--- src/rtl/pipe_stage_reg.sv ---
// Pipeline-stage register (IF/ID, ID/EX, EX/MEM, MEM/WB) with valid/ready handshake, CTRL zeroed on flush/reset.
// Latency: 1 cycle from in_valid&in_ready to out_valid when the stage is empty or releasing.
// Backpressure: SKID=1 holds 2 entries, in_ready depends only on flops and stall; SKID=0 holds 1 entry, in_ready follows out_ready.
//
// Ports:
//   clk, reset (sync, active-low)     clock and reset; reset beats flush and stall
//   flush                             drops every held entry (and any beat fired that cycle) at the next edge
//   stall                             freezes the stage: no accept, no release, out_valid masked
//   in_valid/in_ready/in_ctrl/in_data upstream handshake and beat
//   out_valid/out_ready/out_ctrl/out_data downstream handshake and beat (out_ctrl is 0 while out_valid=0)
//   occupancy                         number of held entries (0..2)
module pipe_stage_reg #(
    parameter int DATA_W     = 64,
    parameter int CTRL_W     = 8,
    parameter int SKID       = 1,
    parameter int CLEAR_DATA = 0
) (
    input  logic              clk,
    input  logic              reset,
    input  logic              flush,
    input  logic              stall,
    input  logic              in_valid,
    output logic              in_ready,
    input  logic [CTRL_W-1:0] in_ctrl,
    input  logic [DATA_W-1:0] in_data,
    output logic              out_valid,
    input  logic              out_ready,
    output logic [CTRL_W-1:0] out_ctrl,
    output logic [DATA_W-1:0] out_data,
    output logic [1:0]        occupancy
);

    // Main entry (drives outputs) and skid entry.
    logic              m_vld, s_vld;
    logic [CTRL_W-1:0] m_ctrl, s_ctrl;
    logic [DATA_W-1:0] m_data, s_data;
    logic [1:0]        occ_q;

    logic              m_vld_n, s_vld_n;
    logic [CTRL_W-1:0] m_ctrl_n, s_ctrl_n;
    logic [DATA_W-1:0] m_data_n, s_data_n;

    logic in_fire;
    logic out_fire;

    assign out_valid = m_vld & ~stall;
    assign out_ctrl  = out_valid ? m_ctrl : '0;
    assign out_data  = m_data;
    assign occupancy = occ_q;

    // With the skid entry, in_ready only looks at the S flop, so there is no
    // combinational path from out_ready back upstream.
    assign in_ready = (SKID != 0) ? (~stall & ~s_vld)
                                  : (~stall & (~m_vld | out_ready));

    assign in_fire  = in_valid & in_ready;
    assign out_fire = out_valid & out_ready;

    always_comb begin
        m_vld_n  = m_vld;
        m_ctrl_n = m_ctrl;
        m_data_n = m_data;
        s_vld_n  = s_vld;
        s_ctrl_n = s_ctrl;
        s_data_n = s_data;

        if (flush) begin
            // Anything fired this cycle is dropped along with the held entries.
            m_vld_n  = 1'b0;
            s_vld_n  = 1'b0;
            m_ctrl_n = '0;
            s_ctrl_n = '0;
            if (CLEAR_DATA != 0) begin
                m_data_n = '0;
                s_data_n = '0;
            end
        end else if (SKID != 0) begin
            if (!m_vld || out_fire) begin
                // M is free (or being released) this cycle.
                if (s_vld) begin
                    // Oldest beat sits in S: promote it to keep FIFO order.
                    m_vld_n  = 1'b1;
                    m_ctrl_n = s_ctrl;
                    m_data_n = s_data;
                    s_vld_n  = in_fire;
                    if (in_fire) begin
                        s_ctrl_n = in_ctrl;
                        s_data_n = in_data;
                    end
                end else if (in_fire) begin
                    m_vld_n  = 1'b1;
                    m_ctrl_n = in_ctrl;
                    m_data_n = in_data;
                end else begin
                    m_vld_n = 1'b0;
                end
            end else if (in_fire) begin
                // M held downstream: park the new beat in S.
                s_vld_n  = 1'b1;
                s_ctrl_n = in_ctrl;
                s_data_n = in_data;
            end
        end else begin
            if (in_fire) begin
                m_vld_n  = 1'b1;
                m_ctrl_n = in_ctrl;
                m_data_n = in_data;
            end else if (out_fire) begin
                m_vld_n = 1'b0;
            end
            s_vld_n = 1'b0;
        end
    end

    always_ff @(posedge clk) begin
        if (!reset) begin
            m_vld  <= 1'b0;
            s_vld  <= 1'b0;
            m_ctrl <= '0;
            s_ctrl <= '0;
            // Data is cleared on reset regardless of CLEAR_DATA so it is never X.
            m_data <= '0;
            s_data <= '0;
            occ_q  <= 2'd0;
        end else begin
            m_vld  <= m_vld_n;
            s_vld  <= s_vld_n;
            m_ctrl <= m_ctrl_n;
            s_ctrl <= s_ctrl_n;
            m_data <= m_data_n;
            s_data <= s_data_n;
            occ_q  <= {1'b0, m_vld_n} + {1'b0, s_vld_n};
        end
    end

endmodule
--- config.mk ---
export PLATFORM = sky130hd
export DESIGN_NAME = pipe_stage_reg
export DESIGN_NICKNAME = d
export VERILOG_FILES = /design/src/rtl/pipe_stage_reg.sv
export SDC_FILE = /design/constraint.sdc
export NUM_CORES = 1
export LEC_CHECK = 0
export ABC_AREA = 0
export CORE_UTILIZATION = 54
export CTS_CLUSTER_SIZE = 20
export DETAILED_ROUTE_END_ITERATION = 8
export GPL_ROUTABILITY_DRIVEN = 1
export HOLD_SLACK_MARGIN = 0.03
export PLACE_DENSITY = 0.95
export SLEW_MARGIN = 15
export SYNTH_ARGS = -nofsm -noshare
export SYNTH_HDL_FRONTEND = slang
export SYNTH_SLANG_ARGS = --single-unit
--- constraint.sdc ---
create_clock -name clk -period 5.23 [get_ports clk]
set_input_delay 0.7845 -clock clk [delete_from_list [all_inputs] [get_ports clk]]
set_output_delay 0.7845 -clock clk [all_outputs]
set_load 0.05 [all_outputs]
After elaboration in Yosys (flattened, before gate mapping)
Cells that the tools add are included.

Reductions and logical operators: 7. Bitwise gates (word level): 8. Muxes and demuxes: 19. Add/subtract/negate cells: 1. Equal/unequal tests: 1.

Operators with widths (number): $mux W64 (5); $mux W8 (6); $mux W1 (8); $and A1 B1 Y1 (4); $not A1 Y1 (4); $reduce_and A2 Y1 (2); $reduce_and A3 Y1 (1); $add A1 B1 Y2 (1); $ne A2 B2 Y1 const B (1); $reduce_bool A2 Y1 (1); $reduce_or A2 Y1 (1); $logic_not A1 Y1 (1); $logic_or A1 B1 Y1 (1).

Register bits: 148. Output and inout port bits: 76. Logic and storage cells: 43. Input port bits: 78.

Logic depth before layout (Yosys ltp)
Gate-level depths: netlist of the first run.

Word-level depth: 8. Depth in mapped cells: 8. Depth with buffers taken out: 5.

Worst setup path before layout of the first run
Ideal clock, no wire load.

Path kind: input -> output. From: in stall. To: out out_ctrl[0]. Arrival: 2.071 ns. Setup slack: 2.375 ns. Buffers on the path: 1. Required time: 4.445 ns. Stages on the path: 2. Path through: clkbuf_1 nor3_1.

Longest elaborated chain between the ends: 3.

Ends and longest elaborated chain: start: declaration (RTL line 21) `input logic stall,`; $not A1 Y1; $and A1 B1 Y1 (RTL line 46) `assign out_valid = m_vld & ~stall;`; $mux W8 (RTL line 47) `assign out_ctrl = out_valid ? m_ctrl : '0;`; end: declaration (RTL line 28) `output logic [CTRL_W-1:0] out_ctrl,`.

No other way between the ends.

Worst setup path in the final report of the first run
From: reg m_vld. To: out out_ctrl[4].

Longest elaborated chain between the ends: 2.

Ends and longest elaborated chain: start: declaration (RTL line 34) `logic m_vld, s_vld;`; start signal: assignment (RTL line 126) `m_vld <= m_vld_n;`; $and A1 B1 Y1 (RTL line 46); $mux W8 (RTL line 47).

No other way between the ends.

==> flow_metrics.env, run 1 <==
export IMPL_setup_viol=0
export IMPL_cts_root_buf="clkbuf_16"
export IMPL_die_x_um=113
export IMPL_placed_area_um2=7990
export IMPL_synthTopCellsByArea="dfxtp_1 (45%), a211o_1 (8.4%), o221a_2 (7.1%)"
export IMPL_arrival_ns=2.85
export IMPL_fin_crit_sh_pct=69.5
export IMPL_cts_buffers=17
export IMPL_rsz0062_at_grt="no"
export IMPL_synth_top_area_share_pct=44.6
export IMPL_insertion_delay_ns=0.42
export IMPL_final_max_slew_viol_count=0
export IMPL_overflow=0
export IMPL_hold_buffers=0
export IMPL_wl_per_cell_um=19.5
export IMPL_dpl_hpwl_um=11000
export IMPL_cts_resized=0
export IMPL_pwr_density_cell_nw_per_um2=316
export IMPL_hold_class="flop to flop"
export IMPL_most_common_layout_cells="clkdlybuf4s50_1 (151), dfxtp_1 (147), a21oi_1 (73)"
export IMPL_path_clk_slew_ns=0.06
export IMPL_seq_area_frac_synth_pct=44.6
export IMPL_leakagePower_nw=2.98
export IMPL_worst_setup_path_type="flop to output port"
export IMPL_dr_pass1_iters=5
export IMPL_seq_area_um2=2970
export IMPL_syn_nets=789
export IMPL_drtIter0Drc=553
export IMPL_avgSynthCellArea_um2=9.36
export IMPL_crit_path_end_kind="output port"
export IMPL_port_buffers=153
export IMPL_ys_types=29
export IMPL_synth_compound_area_share_pct=32.8
export IMPL_clock_path_buffers=2
export IMPL_initial_core_util_pct=55.3
export IMPL_maxCapViolations=0
export IMPL_nets=880
export IMPL_worst_slew_pin_slew_ns=1.18
export IMPL_grt_pass1_vias=6137
export IMPL_ys_ff_latch=148
export IMPL_multi_input_area_um2=3210
export IMPL_grt_start_max_net_pins=77
export IMPL_muxShareOfSynthArea_pct=1.36
export IMPL_crit_fanout=22
export IMPL_dieArea_um2=12800
export IMPL_critPathRequiredTime_ns=4.45
export IMPL_cp_start_kind="flop"
export IMPL_core_area_um2=12000
export IMPL_synth_simple_area_share_pct=13.7
export IMPL_finalWirelength_um=18700
export IMPL_drive_above_1_share_pct=12.5
export IMPL_gp_congestion=0.837
export IMPL_antenna_found_initial=0
export IMPL_status="complete, no violations"
export IMPL_grt_total_usage_pct=29.3
export IMPL_antenna_left=0
export IMPL_design_area_um2=8540
export IMPL_n_antenna_cell=0
export IMPL_fmax_mhz=275
export IMPL_syn_inst=710
export IMPL_via_per_inst=6.58
export IMPL_yosys_area_top_type="dfxtp_1"
export IMPL_cts_max_level=4
export IMPL_dr_total_vias=6302
export IMPL_synth_xor_area_share_pct=0
export IMPL_synth_warnings=0
export IMPL_finalSetupTns_ns=0
export IMPL_drc=0
export IMPL_max_slew_margin_rel_pct=21.6
export IMPL_clock_sinks=148
export IMPL_grt_pass1_wl_um=30200
export IMPL_fill_cells=859
export IMPL_rows=40
export IMPL_die_y_um=113
export IMPL_synth_top_family_by_area="compound AO/OA/AOI/OAI gates"
export IMPL_cts_setup_buffers=0
export IMPL_final_common_cell="clkdlybuf4s50_1"
export IMPL_finalHoldViolCount=0
export IMPL_area_delta_synth_final_pct=28.6
export IMPL_vdd_drop_max_v=0.000171
export IMPL_synth_fa_ha_area_share_pct=0.188
export IMPL_io_pins=154
export IMPL_cts_tree="done"
export IMPL_min_period_ns=3.63
export IMPL_syn_area_um2=6640
export IMPL_fin_skew_ns=0.00855
==> critical path: stages (launching register included) <==
cell and delay [ns]:
dfxtp_1 0.85, inv_1 0.46, nor3_1 0.27, clkdlybuf4s50_1 0.85
==> layer usage <==
layer	routed length (µm)	part of all wire [%]	global-route usage, %	vias to the layer above
met2	9110	49	48.8	346
li1	-	-	-	2850
met5	0	0	0	-
met1	7600	41	37.3	3054
met3	1530	8.2	5.78	52
met4	440	2.4	12.0	0
==> path summary, 6_finish.rpt <==
check | start | end | cells past startpoint | slack [ns]
setup / recovery | m_vld$_SDFF_PN0_ | out_ctrl[4] | 3 | 1.60
hold / removal | m_ctrl[4]$_SDFFE_PP0P_ | m_ctrl[4]$_SDFFE_PP0P_ | 2 | 0.47
setup reg to reg | m_vld$_SDFF_PN0_ | occupancy[0]$_SDFF_PN0_ | 6 | 2.33
hold reg to reg | m_ctrl[4]$_SDFFE_PP0P_ | m_ctrl[4]$_SDFFE_PP0P_ | 2 | 0.47
==> per-stage QoR <==
stage	util, %	hold WS, ns	std cells	worst slack [ns]	power [mW]
floorplan	-	0.441	710	2.37	1.42
detailed placement	66.5	0.462	929	1.82	1.57
global placement	66.5	0.455	929	1.91	1.56
CTS	71.1	0.473	958	1.60	2.70
global route	71.1	0.495	958	1.42	2.78
finish	71.1	0.472	958	1.60	2.70
==> cells in the mapped netlist (all sizes together) <==
| library cell | count |
|---|---|
| a21oi | 73 |
| a211oi | 9 |
| inv | 11 |
| or4b | 1 |
| nor4b | 1 |
| a22o | 1 |
| nand2b | 4 |
| nor3 | 9 |
| nor2b | 1 |
| nand3 | 72 |
| buf | 45 |
| nor2 | 3 |
| ha | 1 |
| dfxtp | 148 |
| a221oi | 9 |
| o21ai | 72 |
| and2 | 67 |
| a211o | 64 |
| clkbuf | 45 |
| nand2 | 2 |
| mux2 | 8 |
| o221a | 64 |
==> report_power, final <==
part / leakage, nW / switching [mW] / internal [mW]
Sequential: 1.20 / 0.0191 / 1.16
Clock: 0.273 / 0.456 / 0.700
Combinational: 1.51 / 0.218 / 0.152
Total: 2.98 / 0.693 / 2.01
==> registers in the layout, summed over array words and instances (netlist names) <==
signal / flops
m_ctrl: 8
s_ctrl: 8
out_data: 64
m_vld: 1
s_vld: 1
occupancy: 2
s_data: 64
==> final cells by class <==
type	count	area share, %
clock buffers	18	5.14
clock inverters	11	1.33
inverters	11	0.483
multi-input cells	461	37.5
flip-flops and latches	148	34.7
well taps	147	2.15
repair buffers	162	18.6
==> cell families after synthesis <==
family,count (synthesis)
and+or+nand+nor,160
buffers and inverters,101
muxes,8
adders and majority gates,1
DFF,148
AOI/OAI and AO/OA,292
(Power assumes the default switching activity.)
==> inputs of run 2 (changes only) <==
CORE_UTILIZATION = 50   (was 54)
PLACE_DENSITY = 0.91   (was 0.95)
clock period = 3.8 ns   (was 5.23 ns; I/O delays follow)
==> flow_metrics.env, run 2 (synthesized netlist as in run 1, its figures left out) <==
export IMPL_antenna_found_initial=0
export IMPL_cp_cell_sequence="clkdlybuf4s50_1 -> nor3_1 -> clkdlybuf4s50_1"
export IMPL_final_max_slew_viol_count=0
export IMPL_setup_viol=0
export IMPL_dieArea_um2=13800
export IMPL_area_delta_synth_final_pct=29.8
export IMPL_dpl_hpwl_um=10600
export IMPL_seq_area_um2=2960
export IMPL_most_common_layout_cells="clkdlybuf4s50_1 (151), dfxtp_1 (147), a21oi_1 (73)"
export IMPL_fill_cells=990
export IMPL_clock_sinks=148
export IMPL_port_buffers=153
export IMPL_crit_path_end_kind="output port"
export IMPL_cts_tree="done"
export IMPL_finalWirelength_um=18100
export IMPL_drive_above_1_share_pct=12.9
export IMPL_finalSetupTns_ns=0
export IMPL_finalHoldViolCount=0
export IMPL_dr_pass1_iters=5
export IMPL_nets=886
export IMPL_io_pins=154
export IMPL_cts_root_buf="clkbuf_16"
export IMPL_critPathRequiredTime_ns=3.23
export IMPL_multi_input_area_um2=3210
export IMPL_final_setup_worst_slack_ns=0.829
export IMPL_dr_total_vias=6167
export IMPL_crit_slowest_cell="clkdlybuf4s50_1"
export IMPL_die_y_um=117
export IMPL_fin_crit_sh_pct=78.2
export IMPL_grt_pass1_wl_um=28400
export IMPL_crit_path_max_incr_delay_ns=0.85
export IMPL_initial_core_util_pct=52.0
export IMPL_pwr_density_cell_nw_per_um2=430
export IMPL_crit_cells=3
export IMPL_drc=0
export IMPL_gp_congestion=0.811
export IMPL_arrival_ns=2.40
export IMPL_cts_setup_buffers=0
export IMPL_place_ws_ns=0.716
export IMPL_crit_fanout=14
export IMPL_path_buf_inv=2
export IMPL_worst_slew_pin_slew_ns=1.19
export IMPL_insertion_delay_ns=0.42
export IMPL_grt_pass1_vias=5601
export IMPL_core_area_um2=12800
export IMPL_cts_buffers=17
export IMPL_n_antenna_cell=0
export IMPL_cp_start_kind="input pin"
export IMPL_final_common_cell="clkdlybuf4s50_1"
export IMPL_max_slew_margin_rel_pct=20.9
export IMPL_grt_start_max_net_pins=68
export IMPL_leakagePower_nw=3.02
export IMPL_grt_total_usage_pct=26.7
export IMPL_rr_worst_depth=4
export IMPL_cts_max_level=4
export IMPL_hold_class="flop to flop"
export IMPL_die_x_um=117
export IMPL_status="complete, no violations"
export IMPL_cts_resized=0
export IMPL_clock_path_buffers=2
export IMPL_hold_depth=2
export IMPL_worst_path_most_repeated_cell="clkdlybuf4s50_1"
export IMPL_path_clk_slew_ns=0.06
export IMPL_rsz0062_at_grt="no"
export IMPL_min_period_ns=2.97
export IMPL_via_per_inst=6.24
export IMPL_critical_path_top_delay_family="buffers and inverters"
export IMPL_hold_buffers=0
export IMPL_drtIter0Drc=568
export IMPL_worst_setup_path_type="input pin to output port"
export IMPL_antenna_left=0
export IMPL_wl_per_cell_um=18.3
export IMPL_vdd_drop_max_v=0.000274
export IMPL_overflow=0
export IMPL_rows=41
export IMPL_fin_skew_ns=0.00523
export IMPL_maxCapViolations=0
export IMPL_fmax_mhz=337
==> run 2: cell types whose count changed in the layout (fill, tap and decap cells not counted) <==
cell / delta
dfxtp_4: -1
clkbuf_8: +4
buf_12: +1
clkinv_4: -1
clkbuf_1: +2
buf_2: +1
bufinv_16: -1
clkinvlp_4: -2
buf_4: +4
clkinv_2: -2
dfxtp_2: +1
==> run 2: report_power, final <==
group / leakage [nW] / switching [mW] / internal (mW)
combinational: 1.54 / 0.303 / 0.211
clock: 0.278 / 0.608 / 0.972
sequential: 1.20 / 0.0236 / 1.59
==> run 2: area by class of cell <==
cell class | count | share of cell area, %
Inverter | 11 | 0.479
Timing Repair Buffer | 168 | 19.1
Tap cell | 172 | 2.49
Clock buffer | 24 | 5.82
Multi-Input combinational cell | 461 | 37.2
Clock inverter | 5 | 0.580
Sequential cell | 148 | 34.4
==> run 2: per-layer routing <==
metal	GRT usage (%)	up-vias	share of wire [%]
met3	5.61	33	6.4
met4	11.0	0	2.2
met5	0	-	0
li1	-	2860	-
met2	42.3	265	47
met1	35.4	3009	44
==> run 2: tightest hold or removal path, stage by stage, from the launching register on <==
cell     delay [ns]
dfxtp_1        0.30
o21ai_0        0.06
a21oi_1        0.06
==> run 2: final timing paths <==
kind                                              start                   endpoint  slack [ns]
worst max-delay path                              stall                out_ctrl[0]        0.83
worst min-delay path            s_data[38]$_SDFFE_PN0P_    s_data[38]$_SDFFE_PN0P_        0.47
worst max register to register         s_vld$_SDFF_PN0_  out_data[63]$_SDFFE_PN0P_        1.34
worst min register to register  s_data[38]$_SDFFE_PN0P_    s_data[38]$_SDFFE_PN0P_        0.47
==> run 2: through the flow <==
step / cells / instance area, µm² / utilization [%] / total power [mW] / hold slack [ns]
after floorplan: 710 / 6640 / - / 1.96 / 0.441
after global placement: 960 / 8080 / 63.2 / 2.16 / 0.455
after detailed placement: 960 / 8080 / 63.2 / 2.16 / 0.459
after CTS: 989 / 8630 / 67.5 / 3.72 / 0.469
after global routing: 989 / 8630 / 67.5 / 3.83 / 0.487
final: 989 / 8630 / 67.5 / 3.71 / 0.468
==> inputs of run 3 (changes only) <==
clock period = 2.75 ns   (was 3.8 ns; I/O delays follow)
==> flow_metrics.env, run 3 (synthesized netlist as in run 1, its figures left out) <==
export IMPL_status="complete, no violations"
export IMPL_grt_pass1_vias=5672
export IMPL_dr_pass1_iters=9
export IMPL_rows=41
export IMPL_wl_per_cell_um=18.5
export IMPL_dpl_hpwl_um=11200
export IMPL_gp_congestion=0.792
export IMPL_insertion_delay_ns=0.43
export IMPL_cts_root_buf="clkbuf_16"
export IMPL_cts_max_level=4
export IMPL_dieArea_um2=13800
export IMPL_area_delta_synth_final_pct=31.0
export IMPL_r2r_start="s_vld$_SDFF_PN0_"
export IMPL_most_common_layout_cells="dfxtp_1 (147), clkdlybuf4s50_1 (141), a21oi_1 (73)"
export IMPL_clock_sinks=148
export IMPL_drive_above_1_share_pct=14.7
export IMPL_grt_pass1_wl_um=28800
export IMPL_rsz0062_at_grt="no"
export IMPL_crit_fanout=2
export IMPL_via_per_inst=6.22
export IMPL_antenna_left=0
export IMPL_antenna_found_initial=0
export IMPL_cts_setup_buffers=0
export IMPL_worst_slew_pin_slew_ns=0.614
export IMPL_crit_path_max_incr_delay_ns=0.82
export IMPL_path_clk_slew_ns=0.06
export IMPL_n_antenna_cell=0
export IMPL_crit_slowest_cell="clkdlybuf4s50_1"
export IMPL_finalHoldViolCount=0
export IMPL_critical_path_top_delay_family="buffers and inverters"
export IMPL_rr_worst_depth=4
export IMPL_cts_buffers=17
export IMPL_drtIter0Drc=526
export IMPL_min_period_ns=2.02
export IMPL_die_y_um=117
export IMPL_reg2reg_slack_ns=0.79
export IMPL_crit_path_end_kind="output port"
export IMPL_io_pins=154
export IMPL_dr_total_vias=6200
export IMPL_final_max_slew_viol_count=0
export IMPL_worst_setup_path_type="flop to output port"
export IMPL_initial_core_util_pct=52.0
export IMPL_clock_path_buffers=2
export IMPL_r2r_end="out_data[6]$_SDFFE_PN0P_"
export IMPL_crit_cells=1
export IMPL_pwr_density_cell_nw_per_um2=591
export IMPL_hold_depth=2
export IMPL_cp_start_kind="flop"
export IMPL_cts_resized=0
export IMPL_fin_crit_sh_pct=73.6
export IMPL_final_setup_worst_slack_ns=0.726
export IMPL_grt_start_max_net_pins=69
export IMPL_die_x_um=117
export IMPL_fin_skew_ns=0.00716
export IMPL_endpoint="out_data[47]"
export IMPL_final_common_cell="dfxtp_1"
export IMPL_port_buffers=153
export IMPL_setup_viol=0
export IMPL_cp_cell_sequence="clkdlybuf4s50_1"
export IMPL_vdd_drop_max_v=0.000411
export IMPL_finalSetupTns_ns=0
export IMPL_critPathRequiredTime_ns=2.34
export IMPL_arrival_ns=1.61
export IMPL_nets=893
export IMPL_final_core_util_pct=68.2
export IMPL_cts_tree="done"
export IMPL_leakagePower_nw=3.09
export IMPL_hold_buffers=0
export IMPL_fmax_mhz=494
export IMPL_critPathLaunch="out_data[47]$_SDFFE_PN0P_"
export IMPL_hold_class="flop to flop"
export IMPL_path_buf_inv=1
export IMPL_finalWirelength_um=18400
export IMPL_grt_total_usage_pct=27.0
export IMPL_core_area_um2=12800
export IMPL_max_slew_margin_rel_pct=59.1
export IMPL_maxCapViolations=0
export IMPL_overflow=0
export IMPL_drc=0
export IMPL_place_ws_ns=0.385
[run 3: cell types whose count changed in the layout (fill, tap and decap cells not counted), sizes merged]
cell,change
clkdlybuf4s50,-10
buf,+17
clkinv,-2
clkinvlp,+1
clkbuf,+1
[run 3: tightest hold or removal path, delay by kind of cell, from the launching register on]
family             cells  cell delay (ns)
AOI/OAI and AO/OA      2             0.12
DFF                    1             0.30
[run 3: report_power, final]
part | switching [mW] | leakage [nW] | internal [mW]
logic | 0.424 | 1.61 | 0.303
clock network | 0.840 | 0.271 | 1.35
registers | 0.0325 | 1.20 | 2.20
[run 3: cell type report]
cell class                      count  area [µm²]
Clock inverter                      4        47.5
Timing Repair Buffer              175        1720
Multi-Input combinational cell    461        3210
Tap cell                          172         215
Sequential cell                   148        2960
Fill cell                         976        4070
Inverter                           11        41.3
Clock buffer                       25         505
[run 3: worst min-delay path by stage]
stage | endpoint | slack, ns | startpoint
4_1_cts | s_data[24]$_SDFFE_PN0P_ | 0.47 | s_data[24]$_SDFFE_PN0P_
3_3_place_gp | s_data[54]$_SDFFE_PN0P_ | 0.45 | s_data[54]$_SDFFE_PN0P_
5_1_grt | s_data[54]$_SDFFE_PN0P_ | 0.49 | s_data[54]$_SDFFE_PN0P_
6_report | s_data[24]$_SDFFE_PN0P_ | 0.47 | s_data[24]$_SDFFE_PN0P_
2_1_floorplan | m_ctrl[0]$_SDFFE_PP0P_ | 0.44 | m_ctrl[0]$_SDFFE_PP0P_
3_5_place_dp | s_data[24]$_SDFFE_PN0P_ | 0.46 | s_data[24]$_SDFFE_PN0P_
[run 3: per-stage QoR]
stage / cell area [µm²] / hold WS, ns / power (mW) / instances
after floorplan: 6640 / 0.441 / 2.71 / 710
after global placement: 8150 / 0.454 / 3.00 / 967
after CTS: 8710 / 0.470 / 5.16 / 996
after global routing: 8710 / 0.491 / 5.31 / 996
final: 8710 / 0.470 / 5.15 / 996
after detailed placement: 8150 / 0.462 / 3.00 / 967
[run 3: layer usage]
metal | wire (µm) | track usage [%] | part of all wire, %
met1 | 8020 | 35.5 | 44
met2 | 8810 | 42.3 | 48
met3 | 1180 | 6.23 | 6.4
met4 | 384 | 12.0 | 2.1
met5 | 0 | 0 | 0
